===== config.mk =====
export PLATFORM = sky130hd
export DESIGN_NAME = keccak_theta_lane_stream
export DESIGN_NICKNAME = d
export VERILOG_FILES = /design/src/rtl/keccak_theta_lane_stream.sv
export SDC_FILE = /design/constraint.sdc
export NUM_CORES = 2
export LEC_CHECK = 0
export BUFFER_PORTS_ARGS = -buffer_cell sky130_fd_sc_hd__buf_4
export CORE_MARGIN = 10
export CORE_UTILIZATION = 55
export CTS_BUF_LIST = sky130_fd_sc_hd__clkbuf_4 sky130_fd_sc_hd__clkbuf_8
export DETAILED_ROUTE_END_ITERATION = 8
export PLACE_DENSITY_LB_ADDON = 0.05
export SYNTH_ARGS = -nofsm -noshare
export SYNTH_HDL_FRONTEND = slang
export SYNTH_SLANG_ARGS = --single-unit

===== constraint.sdc =====
create_clock -name clk -period 2.7 [get_ports clk]
set_clock_uncertainty 0.15 [all_clocks]
set_input_delay 0.675 -clock clk [delete_from_list [all_inputs] [get_ports clk]]
set_output_delay 0.675 -clock clk [all_outputs]
set_load 0.03 [all_outputs]

===== src/rtl/keccak_theta_lane_stream.sv =====
// keccak_theta_lane_stream: lane-serial Keccak-f[1600] theta stage that buffers
// one 25-lane block, computes the column parities, then streams A^D with rho offsets.
module keccak_theta_lane_stream #(
    parameter int LANE_W  = 64,
    parameter int SHIFT_W = 6
) (
    input  logic               clk,
    input  logic               reset,
    input  logic               in_valid,
    output logic               in_ready,
    input  logic [LANE_W-1:0]  in_lane,
    output logic               out_valid,
    input  logic               out_ready,
    output logic [LANE_W-1:0]  out_lane,
    output logic [SHIFT_W-1:0] out_shift,
    output logic               out_last,
    output logic               busy
);
    typedef enum logic [1:0] {LOAD, CALC, EMIT} state_t;
    localparam logic [SHIFT_W-1:0] RHO [25] = '{
        6'd0,  6'd1,  6'd62, 6'd28, 6'd27,
        6'd36, 6'd44, 6'd6,  6'd55, 6'd20,
        6'd3,  6'd10, 6'd43, 6'd25, 6'd39,
        6'd41, 6'd45, 6'd15, 6'd21, 6'd8,
        6'd18, 6'd2,  6'd61, 6'd56, 6'd14
    };
    state_t            state, state_nx;
    logic [4:0]        cnt;
    logic [2:0]        col;
    logic [LANE_W-1:0] c [5];
    logic [LANE_W-1:0] d [5];
    logic [LANE_W-1:0] d_nx [5];
    logic [LANE_W-1:0] lanes [25];
    logic              in_fire, out_fire, last;
    assign last      = cnt == 5'd24;
    assign in_ready  = reset && state == LOAD;
    assign out_valid = state == EMIT;
    assign busy      = state != LOAD;
    assign in_fire   = in_valid && in_ready;
    assign out_fire  = out_valid && out_ready;
    assign out_lane  = out_valid ? lanes[cnt] ^ d[col] : '0;
    assign out_shift = out_valid ? RHO[cnt] : '0;
    assign out_last  = out_valid && last;
    // col tracks cnt mod 5 so no divider is needed on the lane index
    for (genvar x = 0; x < 5; x++) begin : g_d
        assign d_nx[x] = c[(x + 4) % 5] ^ {c[(x + 1) % 5][LANE_W-2:0], c[(x + 1) % 5][LANE_W-1]};
    end
    always_comb begin
        state_nx = state;
        if (state == LOAD && in_fire && last) state_nx = CALC;
        else if (state == CALC) state_nx = EMIT;
        else if (state == EMIT && out_fire && last) state_nx = LOAD;
    end
    always_ff @(posedge clk or negedge reset) begin
        if (!reset) state <= LOAD;
        else state <= state_nx;
    end
    always_ff @(posedge clk or negedge reset) begin
        if (!reset) begin
            cnt   <= '0;
            col   <= '0;
            c     <= '{default: '0};
            d     <= '{default: '0};
            lanes <= '{default: '0};
        end else begin
            if (in_fire) begin
                lanes[cnt] <= in_lane;
                c[col]     <= c[col] ^ in_lane;
            end
            if (state == CALC) d <= d_nx;
            if (in_fire || out_fire) begin
                cnt <= last ? '0 : cnt + 5'd1;
                col <= col == 3'd4 ? '0 : col + 3'd1;
            end
            if (out_fire && last) c <= '{default: '0};
        end
    end
endmodule


==> metrics.txt <==
cell count after synthesis 8,354; Final setup viols 429; flops & latches, synth 2,250; GRT Resource Usage Total 31.13%; starting density of the core 55.41%; Slowest-stage cell, CP dfrtp_4; Synth Cell Area 0.1056 mm²; Cell Pwr Density 995.4 mW/mm²; Max FO, Critical Path 15; Post-synth ARST share 100.0%; number of iterations in the first detailed-routing pass 7; f_max 0.2256 GHz; die extent in x 458.2 µm; area grow syn2layout 20.60%; Cell Area, Placed 0.1163 mm²; Tot Pwr 0.1268 W; CP Class register to output port; Die Ht 458.2 µm; share of cells above drive strength 1 38.79%; fillers 14,140; first-pass GRT wire length 499,500 µm; routed len/inst 28.45 µm; PortBufs 141; Worst Tran Pin Value 1.071 ns; initial antenna violation count 12; Commonest cells post-synth dfrtp_1, mux2_2, mux2i_1; failing checks negative setup slack; htree depth 5; Inst Count DP 11,040; Top Ports 142; clk sinks 2,250; core area 0.1906 mm²; worst relative slew slack 28.60%; crit-path cells buf_12 -> buf_12 -> buf_16 -> mux2i_2 -> o22ai_1 -> o21ai_1 -> buf_4 -> nand4_1 -> buf_4 -> mux2i_4 -> buf_6; Worst Path Arrival 3.61 ns; Synth Net Count 8,430; Critical Path Start cnt[0]; CP Launch Type register; RR Startpoint cnt[0]; area leader, netlist dfrtp_1; Final Hold Fails 0; fin area 0.1274 mm²; grt total ovfl 0; synth unique cells 56; Max Cap Violations 0; Nets 9,121; GP Congestion 0.8679; vias after detailed routing 73,540; outcome complete, but fails checks; EDFF count, synth 0; Hold WC Path Type input port to async pin; top cells by area, synth dfrtp_1, mux2_2, mux2i_1; row count 160; Final min period 4.432 ns; most frequent cell after synthesis dfrtp_1; critical path endpoint category output port; fin crit share 164.2%; Max Slew Vio Count 0; Worst Path Required 1.88 ns; Num CTS Buffers 393; RSZ-0062 raised after global routing true; register area share after synthesis 53.32%; ys flop type dfrtp_1; fin worst setup slack -1.732 ns; Final HPWL DP 214,800 µm; Root Driver clkbuf_8; fin cells 11,830; Ys Warns 0; die area 0.2099 mm²; final core occ 66.82%; clock buffer depth 4; Synth top area share 53.32%; # DRC 0; vias in the first global route 76,340; largest net degree at the start of global routing 163; antenna violation net count after detailed routing 0; CTS tree built; Leak 60.09 nW; clock-pin slew on the worst setup and hold paths 0.06 ns; syn_area_per_cell 12.64 µm²; later-pin clock latency in the skew report 1.12 ns; slowest stage delay, CP 0.46 ns; Initial DRC Count 6,037; Vias/cell 6.218; Max VDD drop 0.0007654 V; final WL 336,500 µm
cells by family after synthesis:
kind of cell / after synthesis / share of synthesized area, %
AND/OR/NAND/NOR: 788 / 3.521
AO/OA/AOI/OAI: 1614 / 9.790
adder cells (fa/ha/maj): 8 / 0.09479
buffers and inverters: 743 / 3.674
multiplexers: 2566 / 26.41
flip-flops: 2250 / 53.32
XOR/XNOR: 385 / 3.193
repair_timing:
item	in CTS	in global routing
pin swaps	25	37
hold endpoints to repair	2113	0
setup endpoints to repair	1559	1651
gates resized for setup	226	211
buffers inserted	13	22
gates cloned	8	12
hold buffers	66	0
area by class of cell:
class / count / area, µm² / share of cell area (%)
diodes: 11 / 27.53 / 0.02161
clock buffers: 613 / 7636 / 5.996
clock inverters: 42 / 475.5 / 0.3733
inverters: 7 / 37.54 / 0.02947
multi-input cells: 5361 / 47160 / 37.03
flip-flops and latches: 2250 / 56320 / 44.22
well taps: 2511 / 3142 / 2.467
repair buffers: 1032 / 12550 / 9.857
stage by stage:
stage                     setup TNS (ns)  setup slack [ns]  hold slack [ns]
after detailed placement         -202.60           -0.7724           0.3126
after CTS                        -270.76            -1.798           0.1352
after global placement           -206.07           -0.7888           0.3032
after floorplan                   -2.040          -0.04998           0.2294
after global routing             -160.04            -1.845           0.1877
final                            -130.11            -1.732           0.1758
state kept, by name, summed over array words and instances (netlist names):
register,cells
col,3
d,320
lanes,1600
c,320
cnt,5
state,2
placed cells by master, fill, tap and decap left out, types with 62 or more instances in the layout:
cell type,netlist,routed
dfrtp_1,2250,2243
mux2_2,1681,1681
mux2i_1,877,773
buf_4,27,524
clkbuf_8,0,485
nand2_1,467,460
o21ai_0,568,447
o22ai_1,419,406
xnor2_1,325,325
a22o_1,320,320
buf_12,1,271
o21ai_1,26,142
a22oi_1,138,138
clkbuf_4,0,128
buf_6,89,121
a21oi_1,82,80
mux2i_4,0,72
dlygate4sd3_1,0,66
nand4_1,65,65
or2_2,63,62
report_power, final:
| part | internal (W) | switching (W) | total (W) |
|---|---|---|---|
| registers | 0.0399 | 0.00517 | 0.0451 |
| logic | 0.0232 | 0.0257 | 0.0489 |
| clock network | 0.0187 | 0.0140 | 0.0328 |
critical path: cells and delay by family, from the launching register on:
kind	cells	cell delay (ns)
flops	1	0.46
compound gates	2	0.26
mux	2	0.37
buf+inv	6	1.12
simple gates	1	0.24
path summary, 6_finish.rpt:
check / endpoint / slack [ns] / cells after the start
worst max-delay path: out_lane[23] / -1.73 / 11
worst min-delay path: lanes[756] / 0.18 / 4
worst max register to register: lanes[1109] / -0.18 / 9
worst min register to register: d[306] / 0.32 / 2
max in group asynchronous: d[81] / 0.87 / 6
min in group clk: d[306] / 0.32 / 2
metal layers:
| metal | global-route usage (%) | share of wire (%) | vias to the layer above |
|---|---|---|---|
| met3 | 4.743 | 6.0 | 755 |
| met2 | 50.04 | 47 | 2498 |
| met4 | 11.74 | 4.2 | 8 |
| met1 | 42.80 | 43 | 38440 |
| li1 | - | - | 31830 |
| met5 | 0 | 0.011 | - |
Power figures use the tool's default switching activity.
